[config.mk]
export PLATFORM = sky130hd
export DESIGN_NAME = gate_sensor_decoder
export DESIGN_NICKNAME = d
export VERILOG_FILES = /design/src/rtl/gate_sensor_decoder.sv
export SDC_FILE = /design/constraint.sdc
export NUM_CORES = 1
export LEC_CHECK = 0
export BUFFER_PORTS_ARGS = -buffer_cell sky130_fd_sc_hd__buf_2
export CAP_MARGIN = 20
export CORE_AREA = 4 4 86 96
export CTS_CLUSTER_SIZE = 12
export DETAILED_ROUTE_END_ITERATION = 12
export DIE_AREA = 0 0 90 100
export GPL_ROUTABILITY_DRIVEN = 0
export PLACE_DENSITY = 0.71
export SLEW_MARGIN = 20
export SYNTH_ARGS = -nofsm -noshare
export SYNTH_HDL_FRONTEND = slang
export SYNTH_SLANG_ARGS = --single-unit
[constraint.sdc]
create_clock -name clk -period 4.42 [get_ports clk]
set_input_delay 0.221 -clock clk [delete_from_list [all_inputs] [get_ports clk]]
set_output_delay 0.221 -clock clk [all_outputs]
set_load 0.03 [all_outputs]
[src/rtl/gate_sensor_decoder.sv]
// rtl/gate_sensor_decoder.sv - parking gate beam-pair decoder producing inc/dec/error pulses
module gate_sensor_decoder #(
  parameter int unsigned DEBOUNCE_CYCLES = 4,
  parameter int unsigned TIMEOUT_CYCLES  = 50_000_000
) (
  input  logic clk,
  input  logic reset,
  input  logic sensor_a,
  input  logic sensor_b,
  output logic inc,
  output logic dec,
  output logic error,
  output logic busy
);

  // Counter must hold DEBOUNCE_CYCLES itself: the filtered bit flips on the
  // sample after DEBOUNCE_CYCLES consecutive differing samples have been seen.
  localparam int unsigned      CNT_W     = $clog2(DEBOUNCE_CYCLES + 1);
  localparam logic [CNT_W-1:0] CNT_MAX   = CNT_W'(DEBOUNCE_CYCLES);
  localparam logic [31:0]      DWELL_MAX = 32'(TIMEOUT_CYCLES - 1);

  typedef enum logic [2:0] {
    S_IDLE,
    S_EN1,
    S_EN2,
    S_EN3,
    S_EX1,
    S_EX2,
    S_EX3,
    S_WAIT_CLEAR
  } state_t;

  // Bit 1 is beam A (street side), bit 0 is beam B (lot side).
  logic [1:0]       sync1_q, sync2_q, filt_q;
  logic [CNT_W-1:0] cnt_q [2];

  state_t      state_q, state_d;
  logic [31:0] dwell_q, dwell_d;
  logic        inc_d, dec_d, error_d;
  logic        tracking;
  logic [1:0]  p;

  assign p        = filt_q;
  assign tracking = (state_q != S_IDLE) && (state_q != S_WAIT_CLEAR);

  // Two-flop synchroniser followed by a per-beam debounce counter.
  always_ff @(posedge clk) begin
    if (reset) begin
      sync1_q  <= '0;
      sync2_q  <= '0;
      filt_q   <= '0;
      cnt_q[0] <= '0;
      cnt_q[1] <= '0;
    end else begin
      sync1_q <= {sensor_a, sensor_b};
      sync2_q <= sync1_q;
      for (int i = 0; i < 2; i++) begin
        if (sync2_q[i] == filt_q[i]) begin
          cnt_q[i] <= '0;
        end else if (cnt_q[i] == CNT_MAX) begin
          filt_q[i] <= sync2_q[i];
          cnt_q[i]  <= '0;
        end else begin
          cnt_q[i] <= cnt_q[i] + 1'b1;
        end
      end
    end
  end

  // Passage tracking: forward step, one-stage back-out, anything else is invalid.
  always_comb begin
    state_d = state_q;
    inc_d   = 1'b0;
    dec_d   = 1'b0;
    error_d = 1'b0;
    case (state_q)
      S_IDLE: begin
        case (p)
          2'b10:   state_d = S_EN1;
          2'b01:   state_d = S_EX1;
          2'b11:   begin error_d = 1'b1; state_d = S_WAIT_CLEAR; end
          default: ;
        endcase
      end
      S_EN1: begin
        case (p)
          2'b10:   ;
          2'b11:   state_d = S_EN2;
          2'b00:   state_d = S_IDLE;
          default: begin error_d = 1'b1; state_d = S_WAIT_CLEAR; end
        endcase
      end
      S_EN2: begin
        case (p)
          2'b11:   ;
          2'b01:   state_d = S_EN3;
          2'b10:   state_d = S_EN1;
          default: begin error_d = 1'b1; state_d = S_WAIT_CLEAR; end
        endcase
      end
      S_EN3: begin
        case (p)
          2'b01:   ;
          2'b00:   begin inc_d = 1'b1; state_d = S_IDLE; end
          2'b11:   state_d = S_EN2;
          default: begin error_d = 1'b1; state_d = S_WAIT_CLEAR; end
        endcase
      end
      S_EX1: begin
        case (p)
          2'b01:   ;
          2'b11:   state_d = S_EX2;
          2'b00:   state_d = S_IDLE;
          default: begin error_d = 1'b1; state_d = S_WAIT_CLEAR; end
        endcase
      end
      S_EX2: begin
        case (p)
          2'b11:   ;
          2'b10:   state_d = S_EX3;
          2'b01:   state_d = S_EX1;
          default: begin error_d = 1'b1; state_d = S_WAIT_CLEAR; end
        endcase
      end
      S_EX3: begin
        case (p)
          2'b10:   ;
          2'b00:   begin dec_d = 1'b1; state_d = S_IDLE; end
          2'b11:   state_d = S_EX2;
          default: begin error_d = 1'b1; state_d = S_WAIT_CLEAR; end
        endcase
      end
      S_WAIT_CLEAR: begin
        if (p == 2'b00) state_d = S_IDLE;
      end
      default: state_d = S_IDLE;
    endcase

    // A stalled passage times out only while it stays put; a real move wins.
    if (tracking && (state_d == state_q) && (dwell_q == DWELL_MAX)) begin
      error_d = 1'b1;
      state_d = S_WAIT_CLEAR;
    end

    if (!tracking || (state_d != state_q)) begin
      dwell_d = '0;
    end else begin
      dwell_d = dwell_q + 32'd1;
    end
  end

  // FSM state, dwell counter and registered outputs.
  always_ff @(posedge clk) begin
    if (reset) begin
      state_q <= S_IDLE;
      dwell_q <= '0;
      inc     <= 1'b0;
      dec     <= 1'b0;
      error   <= 1'b0;
      busy    <= 1'b0;
    end else begin
      state_q <= state_d;
      dwell_q <= dwell_d;
      inc     <= inc_d;
      dec     <= dec_d;
      error   <= error_d;
      busy    <= (state_d != S_IDLE);
    end
  end

endmodule

==> impl_metrics.env <==
export IMPL_relSlewSlack=0.287
export IMPL_hold_path_class="primary input to flop"
export IMPL_multi_input_area_um2=2010
export IMPL_ff_latch_area_um2=1080
export IMPL_antenna_found_initial=0
export IMPL_dpl_hpwl_um=4460
export IMPL_io_buffers=7
export IMPL_synth_edf_count=6
export IMPL_clock_sinks=51
export IMPL_num_rows=33
export IMPL_synthTopCellsByArea="dfxtp_1, xnor2_1, edfxtp_1, nor4_2, ha_1"
export IMPL_gr_total_overflow=0
export IMPL_n_antenna_cell=0
export IMPL_grt_pass1_vias=2380
export IMPL_synth_distinct_cells=61
export IMPL_min_delay_start="sensor_b"
export IMPL_setup_violations=0
export IMPL_rsz0062_at_grt="no"
export IMPL_dr_first_iter_drc_count=108
export IMPL_cts_hold_buffers=0
export IMPL_core_area_um2=7310
export IMPL_fin_crit_sh=0.704
export IMPL_path_cells="inv_1, ha_1, or2_0, a221oi_2, o221a_1, and3b_2, o221ai_4, buf_4, nor4_1"
export IMPL_numCtsBuffers=5
export IMPL_hold_violations=0
export IMPL_finalCriticalPeriod_ps=3110
export IMPL_grt_max_degree=33
export IMPL_crit_path_max_fanout=32
export IMPL_power_density_nw_per_um2=396
export IMPL_viasPerCell=5.76
export IMPL_maxCapViolCount=0
export IMPL_ios=8
export IMPL_critical_path_class="flop to flop"
export IMPL_yosysMostFrequentCell="dfxtp_1"
export IMPL_async_flop_share=0
export IMPL_cts_tree="built"
export IMPL_ys_seq_area_frac=0.332
export IMPL_nFillCells=694
export IMPL_yosys_most_used_dff="dfxtp_1"
export IMPL_synth_top_cell_area_share=0.276
export IMPL_fp_dieH_um=100
export IMPL_routedWlPerCell_um=14.3
export IMPL_start_kind="flop"
export IMPL_postCtsSetupBuffers=0
export IMPL_synth_avg_cell_area_um2=9.00
export IMPL_grt_pass1_wl_um=10800
export IMPL_drc_errors=0
export IMPL_fp_dieW_um=90
export IMPL_p_leak_uw=0.00103
export IMPL_drt_wl_total_um=6410
export IMPL_critPathCaptureType="flop"
export IMPL_cts_resized=0
export IMPL_die_area_um2=9000
export IMPL_required_ps=4580
export IMPL_clockRootBuffer="clkbuf_8"
export IMPL_ys_warn_count=0
export IMPL_clockBufferDepth=2
export IMPL_vdd_drop_max_mv=0.218
export IMPL_synth_area_um2=3260
export IMPL_grt_use_total=0.143
export IMPL_setup_tns_ps=0
export IMPL_startpoint="filt_q[1]"
export IMPL_path_clk_slew_ps=100
export IMPL_via_count=2579
export IMPL_syn2layout_area_growth_pct=4.57
export IMPL_synth_commonest_cells="dfxtp_1, nand2_1, nor2_1, nand3_1, xnor2_1"
export IMPL_outcome="finished clean"
export IMPL_clkLatencyLatePin_ps=310
export IMPL_r2r_start="filt_q[1]"
export IMPL_floorplan_initialDensity=0.446
export IMPL_drive_above_1_share=0.150
export IMPL_ys_seq_elements=51
export IMPL_timing_fmax_ghz=0.321
export IMPL_worst_slew_pin_slew_ps=1070
export IMPL_synthCells=362
export IMPL_drt_pass1_iter_count=4
export IMPL_h_tree_depth=2
export IMPL_detail_route_antenna_nets=0
export IMPL_cpPeakStageDelay_ps=580
export IMPL_slew_violations=0
export IMPL_finClkSkew_ps=4.90
export IMPL_finalNetCount=376
export IMPL_critPathArrivalTime_ps=3270
export IMPL_synth_area_leader_cell="dfxtp_1"
export IMPL_timing_hold_ws_ps=120
export IMPL_slowest_stage="dfxtp_1"
[registers in the layout, summed over array words and instances, names as in the netlist]
register / cells
dec: 1
sync1_q: 2
busy: 1
sync2_q: 2
dwell_q: 32
filt_q: 2
cnt_q: 6
error: 1
inc: 1
state_q: 3
[final timing paths]
check	end	slack (ps)	depth (start not counted)
setup / recovery	dwell_q[22]	1310	9
hold / removal	sync1_q[0]	120	2
setup reg to reg	dwell_q[22]	1310	9
hold reg to reg	sync2_q[0]	450	1
[through the flow]
stage	area (um2)	setup slack, ps	power, uW	util	std cells
2_1_floorplan	3280	1790	988	-	367
3_3_place_gp	3290	1390	1030	0.450	440
3_5_place_dp	3290	1320	1030	0.450	440
4_1_cts	3410	1310	1370	0.466	448
5_1_grt	3410	1020	1420	0.466	448
6_report	3410	1310	1350	0.466	448
[area by class of cell]
cell class              instances  share of cell area
clock buffers                   7              0.0316
repair buffers                  9              0.0147
multi-input cells             281               0.589
well taps                      87              0.0319
clock inverters                 1             0.00257
inverters                      12              0.0132
flip-flops and latches         51               0.317
[per-layer routing]
layer,share of wire,global-route usage,up-vias
met3,0.022,0.0247,13
met1,0.46,0.182,1230
met2,0.50,0.247,31
li1,-,-,1305
met4,0.018,0.0471,0
met5,0,0,-
[cell usage in the layout, fill, tap and decap left out, types with 3 or more instances in the layout]
cell type   n
o21ai_0    10
dfxtp_1    45
clkbuf_8    6
and4_1      4
nor2b_1     6
and3_1      6
nor2_1     23
and2_1      4
xor2_1     10
nor4_2     14
ha_1       12
nand3_1    22
nand2b_1    5
a21oi_1    12
buf_2       7
mux2i_1     4
nor3_2      6
conb_1      6
nor4_1     13
a21oi_2     3
xnor2_1    22
nor4b_1     3
nand2_1    25
nor3_1     21
inv_1      12
nand4_1    10
edfxtp_1    6
[logic make-up (layout without fill, tap and decap cells)]
| group | count (synthesis) | count (layout) | synth area share |
|---|---|---|---|
| and+or+nand+nor | 176 | 176 | 0.333 |
| AOI/OAI and AO/OA | 51 | 51 | 0.132 |
| DFF | 51 | 51 | 0.332 |
| buffers and inverters | 35 | 29 | 0.0583 |
| xor gates and xnor gates | 32 | 32 | 0.0860 |
| adders and majority gates | 12 | 12 | 0.0461 |
| muxes | 4 | 4 | 0.0123 |
| other | 1 | 6 | 0.00115 |
[critical path: cells and delay by family (launching register included)]
| kind | cells | cell delay [ps] |
|---|---|---|
| and+or+nand+nor | 3 | 660 |
| adders and majority gates | 1 | 290 |
| DFF | 1 | 580 |
| AOI/OAI and AO/OA | 3 | 820 |
| buffers and inverters | 2 | 600 |
[where the power goes]
group	total [uW]	internal [uW]	switching (uW)
logic	474	162	312
clock network	327	164	163
registers	550	490	60.2
Power figures use the tool's default switching activity.
